**src/rtl/id_ex_pipe_reg.sv**
```systemverilog
// ID/EX stage register: captures decoded control/operands into EX, picks the destination reg, inserts load-use and redirect bubbles.
// Latency: one core clock from id_* inputs to ex_* outputs.
// Backpressure: hold freezes the stage and stalls the front end; load-use stalls the front end and injects a bubble.
module id_ex_pipe_reg #(
    parameter int CTRL_W = 20,
    parameter int CNT_W  = 16
) (
    input  logic              clk,
    input  logic              rst_n,
    input  logic              hold,
    input  logic              ex_redirect,
    input  logic              id_valid,
    input  logic [CTRL_W-1:0] id_ctrl,
    input  logic [31:0]       id_pc4,
    input  logic [31:0]       id_rs_data,
    input  logic [31:0]       id_rt_data,
    input  logic [31:0]       id_imm,
    input  logic [4:0]        id_rs,
    input  logic [4:0]        id_rt,
    input  logic [4:0]        id_rd,
    input  logic [4:0]        id_shamt,
    input  logic              id_use_rs,
    input  logic              id_use_rt,
    output logic              ex_valid,
    output logic [CTRL_W-1:0] ex_ctrl,
    output logic [31:0]       ex_pc4,
    output logic [31:0]       ex_rs_data,
    output logic [31:0]       ex_rt_data,
    output logic [31:0]       ex_imm,
    output logic [4:0]        ex_rs,
    output logic [4:0]        ex_rt,
    output logic [4:0]        ex_wreg,
    output logic [4:0]        ex_shamt,
    output logic              stall_front,
    output logic              flush_if_id,
    output logic [CNT_W-1:0]  bubble_count
);

    // Control bundle bit positions used inside this stage
    localparam int REGWRITE = 19;
    localparam int REGDST   = 13;
    localparam int MEMTOREG = 12;
    localparam int JAL      = 3;

    typedef struct packed {
        logic              valid;
        logic [CTRL_W-1:0] ctrl;
        logic [31:0]       pc4;
        logic [31:0]       rs_data;
        logic [31:0]       rt_data;
        logic [31:0]       imm;
        logic [4:0]        rs;
        logic [4:0]        rt;
        logic [4:0]        wreg;
        logic [4:0]        shamt;
    } ex_bundle_t;

    ex_bundle_t ex_q;
    ex_bundle_t ex_d;
    logic [4:0] id_wreg;
    logic       load_use;

    // Destination register: jal links to $31, R-type writes rd, everything else rt
    always_comb begin
        id_wreg = id_rt;
        if (id_ctrl[JAL]) begin
            id_wreg = 5'd31;
        end else if (id_ctrl[REGDST]) begin
            id_wreg = id_rd;
        end
    end

    // A load in EX whose result the ID instruction needs; $0 never creates a dependency
    always_comb begin
        load_use = ex_q.valid && ex_q.ctrl[MEMTOREG] && ex_q.ctrl[REGWRITE] &&
                   (ex_q.wreg != 5'd0) && id_valid &&
                   ((id_use_rs && (ex_q.wreg == id_rs)) ||
                    (id_use_rt && (ex_q.wreg == id_rt)));
    end

    // Front-end controls: hold beats redirect beats load-use, so the two are mutually exclusive
    always_comb begin
        stall_front = 1'b0;
        flush_if_id = 1'b0;
        if (hold) begin
            stall_front = 1'b1;
        end else if (ex_redirect) begin
            flush_if_id = 1'b1;
        end else if (load_use) begin
            stall_front = 1'b1;
        end
    end

    // Next EX contents: a real capture, or an all-zero bubble for redirect, load-use or empty ID
    always_comb begin
        ex_d = '0;
        if (!ex_redirect && !load_use && id_valid) begin
            ex_d.valid   = 1'b1;
            ex_d.ctrl    = id_ctrl;
            ex_d.pc4     = id_pc4;
            ex_d.rs_data = id_rs_data;
            ex_d.rt_data = id_rt_data;
            ex_d.imm     = id_imm;
            ex_d.rs      = id_rs;
            ex_d.rt      = id_rt;
            ex_d.wreg    = id_wreg;
            ex_d.shamt   = id_shamt;
        end
    end

    // Stage register; hold freezes everything
    always_ff @(posedge clk or negedge rst_n) begin
        if (!rst_n) begin
            ex_q <= '0;
        end else if (!hold) begin
            ex_q <= ex_d;
        end
    end

    // Saturating count of load-use bubbles actually inserted (not those masked by hold/redirect)
    always_ff @(posedge clk or negedge rst_n) begin
        if (!rst_n) begin
            bubble_count <= '0;
        end else if (!hold && !ex_redirect && load_use && (bubble_count != {CNT_W{1'b1}})) begin
            bubble_count <= bubble_count + 1'b1;
        end
    end

    assign ex_valid   = ex_q.valid;
    assign ex_ctrl    = ex_q.ctrl;
    assign ex_pc4     = ex_q.pc4;
    assign ex_rs_data = ex_q.rs_data;
    assign ex_rt_data = ex_q.rt_data;
    assign ex_imm     = ex_q.imm;
    assign ex_rs      = ex_q.rs;
    assign ex_rt      = ex_q.rt;
    assign ex_wreg    = ex_q.wreg;
    assign ex_shamt   = ex_q.shamt;

endmodule

```
**config.mk**
```make
export PLATFORM = sky130hd
export DESIGN_NAME = id_ex_pipe_reg
export DESIGN_NICKNAME = d
export VERILOG_FILES = /design/src/rtl/id_ex_pipe_reg.sv
export SDC_FILE = /design/constraint.sdc
export NUM_CORES = 1
export LEC_CHECK = 0
export ABC_AREA = 1
export CAP_MARGIN = 10
export CORE_MARGIN = 4
export CORE_UTILIZATION = 25
export DETAILED_ROUTE_END_ITERATION = 10
export PLACE_DENSITY = 0.64
export SYNTH_ARGS = -nofsm -noshare
export SYNTH_HDL_FRONTEND = slang
export SYNTH_SLANG_ARGS = --single-unit
```
**constraint.sdc**
```tcl
create_clock -name clk -period 1.6 [get_ports clk]
set_input_delay 0.32 -clock clk [delete_from_list [all_inputs] [get_ports clk]]
set_output_delay 0.32 -clock clk [all_outputs]
set_load 0.005 [all_outputs]
```
=== Yosys cells after proc, flatten, opt, wreduce, memory -nomap -nowiden ===
Cells that the tools add are included.
W data, S select, Z words.

* Bits in registers: 185
* Input port bits: 175
* Output and inout port bits: 187

* $add $sub $neg: 1
* Equality and inequality tests: 3
* Mux-type cells: 8
* Reduce and logical (&&, ||, !) cells: 17

{| class="wikitable"
|+ Operators by type and width
! cell !! count
|-
| $mux W169 || 1
|-
| $add A16 B1 Y16 const B || 1
|-
| $ne A16 B16 Y1 const B || 1
|-
| $logic_and A1 B1 Y1 || 12
|-
| $eq A5 B5 Y1 || 2
|-
| $mux W5 || 2
|-
| $mux W1 || 5
|-
| $reduce_bool A5 Y1 || 1
|-
| $logic_not A1 Y1 || 3
|-
| $logic_or A1 B1 Y1 || 1
|}

=== Depth between registers and ports, before layout ===
Gate-level depths: netlist (run 1).

* Depth after elaboration: 9
* Gate-level depth with buffers: 11
* Gate-level depth less buffers: 10

=== Least setup slack after synthesis (run 1) ===
OpenSTA, ideal clock, no wires.

* Path kind: flip-flop to flip-flop
* Start point: reg bubble_count[0]
* End point: reg bubble_count[5]
* Data arrival time: 1479 ps
* Data required time: 1484 ps
* Path slack: 4 ps
* Cell stages (with the launch flop): 9
* Buffers on the path: 1
* Clock period less this slack: 1596 ps
* Path through: dfrtp_1 ha_1 nand3_1 nor2_1 nand2_1 nand4_1 buf_4 nand2_1 nand2_1

* Cells in the longest elaborated chain, start to end: 2
* Elaborated cells on any way between the ends: 3

{| class="wikitable"
|+ Ends and longest elaborated chain
! item !! line !! text
|-
| start, declared || 36 || <nowiki>output logic [CNT_W-1:0] bubble_count</nowiki>
|-
| start signal, assigned || 125 || <nowiki>bubble_count <= bubble_count + 1'b1;</nowiki>
|-
| branches (longest 2 deep; another with $add A16 B1 Y16) || -- ||
|}

Parallel ways; which one is timed is not known.
A chain may end at the register's enable or synchronous reset.

=== Final worst setup path (run 1) ===
* Start point: reg ex_q (netlist bit ex_wreg[1])
* End point: out stall_front

* Cells in the longest elaborated chain, start to end: 7
* Elaborated cells on any way between the ends: 12

{| class="wikitable"
|+ Ends and longest elaborated chain
! item !! line !! text
|-
| start, declared || 58 || <nowiki>ex_bundle_t ex_q;</nowiki>
|-
| start signal, assigned || 114 || <nowiki>ex_q <= '0;</nowiki>
|-
| start signal, assigned || 116 || <nowiki>ex_q <= ex_d;</nowiki>
|-
| $eq A5 B5 Y1, or another cell as far along || 77 || <nowiki>((id_use_rs && (ex_q.wreg == id_rs)) ||</nowiki>
|-
| $logic_and A1 B1 Y1, on equally long branches || 77, 75, 78 ||
|-
| $logic_or A1 B1 Y1 / $logic_and A1 B1 Y1 (equally long branches) || 77, 76 ||
|-
| $logic_and A1 B1 Y1 * || 76 || <nowiki>(ex_q.wreg != 5'd0) && id_valid &&</nowiki>
|-
| $mux W1 * || 89 || <nowiki>end else if (load_use) begin</nowiki>
|-
| $mux W1 * || 87 || <nowiki>end else if (ex_redirect) begin</nowiki>
|-
| $mux W1 * || 85 || <nowiki>if (hold) begin</nowiki>
|-
| end, declared || 34 || <nowiki>output logic stall_front,</nowiki>
|}

Mark *: on every way between the ends. The rest lies on a longest branch, timed or not.

==> results of run 1 <==
[sequential cells by signal (all words and copies together), names as in the netlist]
name,flops
ex_shamt,5
ex_pc4,32
ex_rs_data,32
ex_valid,1
ex_rt,5
ex_wreg,5
bubble_count,16
ex_rt_data,32
ex_rs,5
ex_ctrl,20
ex_imm,32
[logic make-up (layout without fill, tap and decap cells)]
| group | after synthesis | in the layout | synth area share [%] |
|---|---|---|---|
| compound gates | 17 | 17 | 1.09 |
| simple gates | 623 | 623 | 33.3 |
| buf+inv | 81 | 492 | 4.57 |
| xor+xnor | 14 | 14 | 1.57 |
| flops | 185 | 185 | 59.3 |
| fa+ha+maj | 1 | 1 | 0.160 |
[final cells by class]
class                   instances  area share, %
flip-flops and latches        185           35.4
well taps                     396           3.78
clock buffers                  18           3.35
clock inverters                14           1.22
inverters                      25          0.716
multi-input cells             655           21.8
repair buffers                435           33.8
[critical path, stage by stage (launching register included)]
cell     delay [ns]
dfrtp_1        0.43
inv_2          0.08
nand2_1        0.06
nand2_1        0.04
nor2_1         0.08
nand3_1        0.11
nand2_2        0.11
nand2_4        0.06
o21ai_2        0.10
buf_2          0.13
[metrics by stage]
step,TNS [ns],hold slack [ns],cell area [sq um],util (%),cells
3_3_place_gp,-96.63,0.281,12200,39.8,1675
6_report,-22.99,0.147,13100,42.7,1728
2_1_floorplan,0,0.0244,7810,-,921
4_1_cts,-52.62,0.130,12900,42.2,1723
5_1_grt,-52.08,0.154,13100,42.7,1728
3_5_place_dp,-99.12,0.296,12200,39.8,1675
[power groups by stage]
stage                     combinational, mW  sequential [mW]  clock (mW)
after floorplan                       0.369             5.16           0
after global placement                 1.69             5.14           0
after detailed placement               1.69             5.14           0
after CTS                              1.65             5.05        4.52
after global routing                   1.78             5.08        4.69
final                                  1.63             5.05        4.38
[layout by cell type (no fill, tap or decap), types with 2 or more instances in the layout]
cell type,instances
dfrtp_2,6
nand3_1,171
nand2_2,4
buf_4,50
bufinv_16,2
nor2_1,18
inv_6,4
inv_8,2
clkbuf_16,19
nor3_1,4
clkdlybuf4s15_1,5
dlymetal6s2s_1,22
nand3_2,2
buf_12,12
inv_2,5
dfrtp_1,179
clkdlybuf4s50_1,265
buf_2,2
clkinv_4,2
nand2_1,414
dlygate4sd2_1,63
clkinvlp_4,2
clkinv_2,2
nand4_1,5
buf_16,3
xor2_1,8
inv_1,20
clkbuf_8,2
o21ai_0,15
buf_6,6
xnor2_1,6
[per-layer routing]
metal  vias to the layer above  share of wire (%)
li1                       3742                  -
met1                      3643                 41
met2                       307                 46
met3                        42                 10
met4                         2                2.3
met5                         -              0.044
[what timing repair did]
action                                 in CTS  in global routing
buffers inserted                           12                  2
cloned                                      3                  3
setup endpoints to repair                 370                308
hold buffers                                1                  0
pin swaps                                   5                  4
endpoints found under the hold margin      34                  0
gates resized for setup                    98                 41
[worst max-delay path by stage]
stage,endpoint,cells after the start,startpoint,slack (ns)
6_report,stall_front,9,ex_wreg[1],-0.38
5_1_grt,stall_front,9,ex_wreg[0],-0.49
4_1_cts,stall_front,9,ex_wreg[1],-0.39
3_5_place_dp,stall_front,10,id_rt[1],-0.77
3_3_place_gp,stall_front,10,id_rt[3],-0.77
2_1_floorplan,bubble_count[5],8,bubble_count[0],0.004
==> impl_results.md, run 1 <==
* Psw at 2.81 mW
* CP Capture Type: output port
* Fillers at 2986
* First-pass GRT wire length at 44000 microns
* Latest clock arrival within the worst-skew pair at 0.45 ns
* Reg2reg end: ex_pc4[2]
* Grt total ovfl at 0
* Share of power burned in registers at 45.7%
* F_max at 506 MHz
* Crit path max fanout at 4
* Synth top area share at 59.3%
* FF-to-FF Start: ex_wreg[3]
* R2R Setup Slk at -0.22 ns
* Rows at 64
* Max-cap violations at 0
* Max clock buf depth at 2
* H-tree Lvls at 4
* # nets final at 1495
* Largest cells by area after synthesis: dfrtp_1 (59%), nand2_1 (20%), nand3_1 (11%)
* CTS tree: yes
* Drt total wl at 29600 microns
* Cell with the most instances after synthesis: nand2_1
* Via Count at 7736
* Int Pwr at 8.26 mW
* Clock share of power at 39.6%
* #FFs+latches synth at 185
* WS Path Type: reg -> out
* Initial drt markers at 328
* WL/cell at 17.1 microns
* Gr usage total at 16.5%
* Status: complete, but fails checks
* Post-DRT Antenna Nets at 0
* Setup repair after global routing missed its margin: yes
* Hold Path Origin: hold
* Post-route worst setup slack at -0.378 ns
* Hpwl dp at 19800 microns
* Yosys warning total at 0
* Via density at 4.48
* Worst Path Required at 1.28 ns
* Initial antenna violation count at 1
* Sequential share of the synthesized area at 59.3%
* Hold depth at 3
* Fraction of final layout cells sized beyond drive strength 1 at 9.98%
* Core area at 30700 sq um
* Combinational power share at 14.7%
* Most Crowded Layer GR: met2
* Slew margin rel. at 56.0%
* Met2 usage at 26.9%
* Final setup violation count at 262
* CTS Sinks at 185
* RD Place Congestion at 0.796
* WP data arrival at 1.66 ns
* CTS Root Cell: clkbuf_16
* Initial core utilization at 25.5%
* Sw Ratio at 25.4%
* Routing usage on met1 at 20.1%
* Register area at 4640 sq um
* Commonest cells post-synth: nand2_1 (418), dfrtp_1 (185), nand3_1 (172), buf_2 (30)
* CP Launch Type: flip-flop
* Syn Nets at 1097
* Mapped Area at 7810 sq um
* Final Hold Vio Count at 0
* Number of global-route vias before repair at 7895
* Ys flop type: dfrtp_1
* Antenna Cells at 0
* IO buf count at 361
* DRC Markers at 0
* Hold WC Path Type: in -> reg
* Die Ht at 185 microns
* P per Cell Area at 844 nW/um^2
* Max-slew violations at 0
* IO Count at 362
* Slew at the pin closest to its max-slew limit at 0.660 ns
* Fin crit share at 124%
* Post-synth EDFFs at 0
* Synth area leader: dfrtp_1
* Largest net degree at the start of global routing at 119
* Power Total at 11.1 mW
* Hold Crit Endpoint: ex_ctrl[12]
* Die width at 185 microns
* Area of the multi-input gates at 2850 sq um
* Failing checks: setup timing
* Mapped Cells at 921
* GR Layer Usage met3 at 6.55%
* Placement Setup Slack at -0.767 ns
* Clk pin slew, worst setup/hold paths at 0.08 ns
* Die area at 34100 sq um
* Pre-antenna DRT Iters at 6
* Cts bufs inserted at 17
* Yosys cell types at 21
* LEAKAGE at 7.07 nW
* P&R area growth vs syn at 67.8%
* Peak supply drop at 0.750 mV
* Clk_skew at 0.0179 ns
* Post-layout minimum cycle time at 1.98 ns
* Mean post-synth cell area at 8.48 sq um
* Ys async rst share at 100%
* R2R depth at 9
Note: power is estimated with default switching activity, not from simulation.
==> run 2, diff against run 1 <==
Settings changed: PLACE_DENSITY 0.64 to 0.6.
==> run 2 against run 1 <==
Against the previous run:
- the run still ends with setup timing left
- setup slack got worse by 0.070 ns
- global-route usage is 2.4 points higher
- via count rose by 4.5%
- count of clock-buffer cells in the layout rose by 1
- sequential share of layout area shrank 3.5 points
- die area did not move
- worst hold slack better by 0.11 ns
- wire length is 11% higher
- total power is 0.95% higher
- non-clock buffer count up 38
- combinational power increased by 4%
- utilization is 4.7 points higher
- critical endpoint unchanged
- largest power group unchanged
==> impl_results.md, run 2 (synthesized netlist as in run 1, its figures left out) <==
* Crit path max fanout at 5 (+1)
* WL/cell at 18.5 microns (+8.1%)
* Final setup violation count at 190 (-27%)
* IO Count at 362 (unchanged)
* Fin crit share at 128% (+4.4 points)
* Commonest non-fill, non-tap cell in the layout: nand2_1
* Max-cap violations at 0 (unchanged)
* Via Count at 8085 (+4.5%)
* CP Capture Type: output port
* Core area at 30700 sq um (unchanged)
* Post-layout minimum cycle time at 2.05 ns (+0.0697 ns)
* Peak supply drop at 0.686 mV (-8.6%)
* RD Place Congestion at 0.780 (-2.0%)
* Setup repair after global routing missed its margin: yes
* Slew margin rel. at 55.4% (-0.60 points)
* R2R depth at 13 (+4)
* Post-DRT Antenna Nets at 0 (unchanged)
* LEAKAGE at 7.66 nW (+8.3%)
* Initial core utilization at 25.5% (unchanged)
* Rows at 64 (unchanged)
* Latest clock arrival within the worst-skew pair at 0.45 ns (about the same)
* First-pass GRT wire length at 49300 microns (+12%)
* Power Total at 11.2 mW (+0.95%)
* # nets final at 1533 (+2.5%)
* Initial drt markers at 360 (+9.8%)
* Die area at 34100 sq um (unchanged)
* Placed Cells at 1671 (-0.24%)
* CP Launch Type: flip-flop
* H-tree Lvls at 4 (unchanged)
* Worst Path Required at 1.28 ns (about the same)
* Clk pin slew, worst setup/hold paths at 0.07 ns (about the same)
* Status: complete, but fails checks
* Die width at 185 microns (unchanged)
* Die Ht at 185 microns (unchanged)
* Commonest cells after routing, fill and taps aside: nand2_1 (390), dfrtp_1 (179), dlygate4sd2_1 (178)
* Cts bufs inserted at 17 (unchanged)
* FF-to-FF Start: ex_wreg[3]
* WP data arrival at 1.73 ns (+0.07 ns)
* Reg2reg end: ex_pc4[28]
* Max clock buf depth at 2 (unchanged)
* Slew at the pin closest to its max-slew limit at 0.669 ns (+0.00900 ns)
* Hold Path Origin: hold
* Hold Crit Endpoint: ex_ctrl[19]
* Clk_skew at 0.0126 ns (-0.00534 ns)
* P per Cell Area at 767 nW/um^2 (-9.1%)
* Post-route worst setup slack at -0.448 ns (-0.0697 ns)
* Number of global-route vias before repair at 8547 (+8.3%)
* Drt total wl at 32700 microns (+11%)
* Hpwl dp at 19800 microns (about the same)
* Fraction of final layout cells sized beyond drive strength 1 at 26.5% (+17 points)
* CTS tree: yes
* Largest net degree at the start of global routing at 132 (+11%)
* CTS Root Cell: clkbuf_16
* IO buf count at 361 (unchanged)
* Final Hold Vio Count at 0 (unchanged)
* Hold WC Path Type: in -> reg
* Gr usage total at 18.8% (+2.4 points)
* CTS Sinks at 185 (unchanged)
* Grt total ovfl at 0 (unchanged)
* Final Non-Filler Cells at 1767 (+2.3%)
* F_max at 488 MHz (-3.4%)
* Via density at 4.58 (+2.2%)
* Initial antenna violation count at 1 (unchanged)
* WS Path Type: reg -> out
* Failing checks: setup timing
* Pre-antenna DRT Iters at 4 (-2)
* P&R area growth vs syn at 86.4%
* Max-slew violations at 0 (unchanged)
* DRC Markers at 0 (unchanged)
* R2R Setup Slk at -0.29 ns (-0.07 ns)
* Hold depth at 3 (unchanged)
-- run 2: changes by cell type in the layout (fill, tap and decap cells not counted), sizes merged --
cell	delta
dlygate4sd2	+115
clkinv	-3
clkdlybuf4s15	-3
bufbuf	-1
inv	+1
buf	+42
clkbuf	+1
dlymetal6s2s	-21
clkdlybuf4s50	-94
diode	+1
clkinvlp	+1
-- run 2: worst max-delay path: stages (launching register included) --
cell and delay [ns]:
dfrtp_2 0.45, inv_4 0.07, nand2_1 0.07, nand2_1 0.07
nor2_2 0.11, nand3_1 0.09, nand2_2 0.12, nand2_4 0.07
o21ai_2 0.10, buf_2 0.13
-- run 2: how the worst max path moves through the flow --
stage / from / end / depth (start not counted)
3_3_place_gp: id_rt[3] / stall_front / 10
3_5_place_dp: id_rt[3] / stall_front / 10
6_report: ex_wreg[3] / stall_front / 9
2_1_floorplan: bubble_count[0] / bubble_count[5] / 8
5_1_grt: ex_wreg[3] / stall_front / 9
4_1_cts: ex_wreg[3] / stall_front / 9
-- run 2: per-layer routing --
layer	up-vias	GRT usage [%]	wire length (microns)
met5	-	0	0
met4	0	6.22	648
met3	41	6.99	3000
met2	335	31.4	15800
met1	3882	22.7	13300
li1	3827	-	-
-- run 2: report_power, final --
part           switching [mW]  internal, mW  total [mW]
Sequential              0.137          4.91        5.05
Combinational           0.771         0.929        1.70
Clock                    2.03          2.39        4.42
-- run 2: final cells by class --
type	count	area, sq um
clock buffers	19	443
well taps	396	495
multi-input cells	655	3840
flip-flops and latches	185	4640
repair buffers	473	4880
diodes	1	2.50
clock inverters	13	155
fillers	2874	16100
inverters	25	96.3
-- run 2: metrics by stage --
stage	util (%)	hold slack, ns	setup slack [ns]	area (sq um)	TNS, ns
finish	47.5	0.260	-0.448	14600	-30.41
global route	47.5	0.255	-0.577	14600	-47.48
CTS	47.7	0.220	-0.442	14600	-49.78
detailed placement	39.8	0.293	-0.814	12200	-93.74
global placement	39.8	0.297	-0.803	12200	-89.28
floorplan	-	0.0244	0.00448	7810	0
-- run 2: timing repair --
item,4_1_cts,5_1_grt
setup endpoints to repair,372,192
setup buffers,44,13
pin swaps,40,25
hold buffers,1,0
resized for setup,436,72
gates cloned,24,0
hold endpoints to repair,33,0
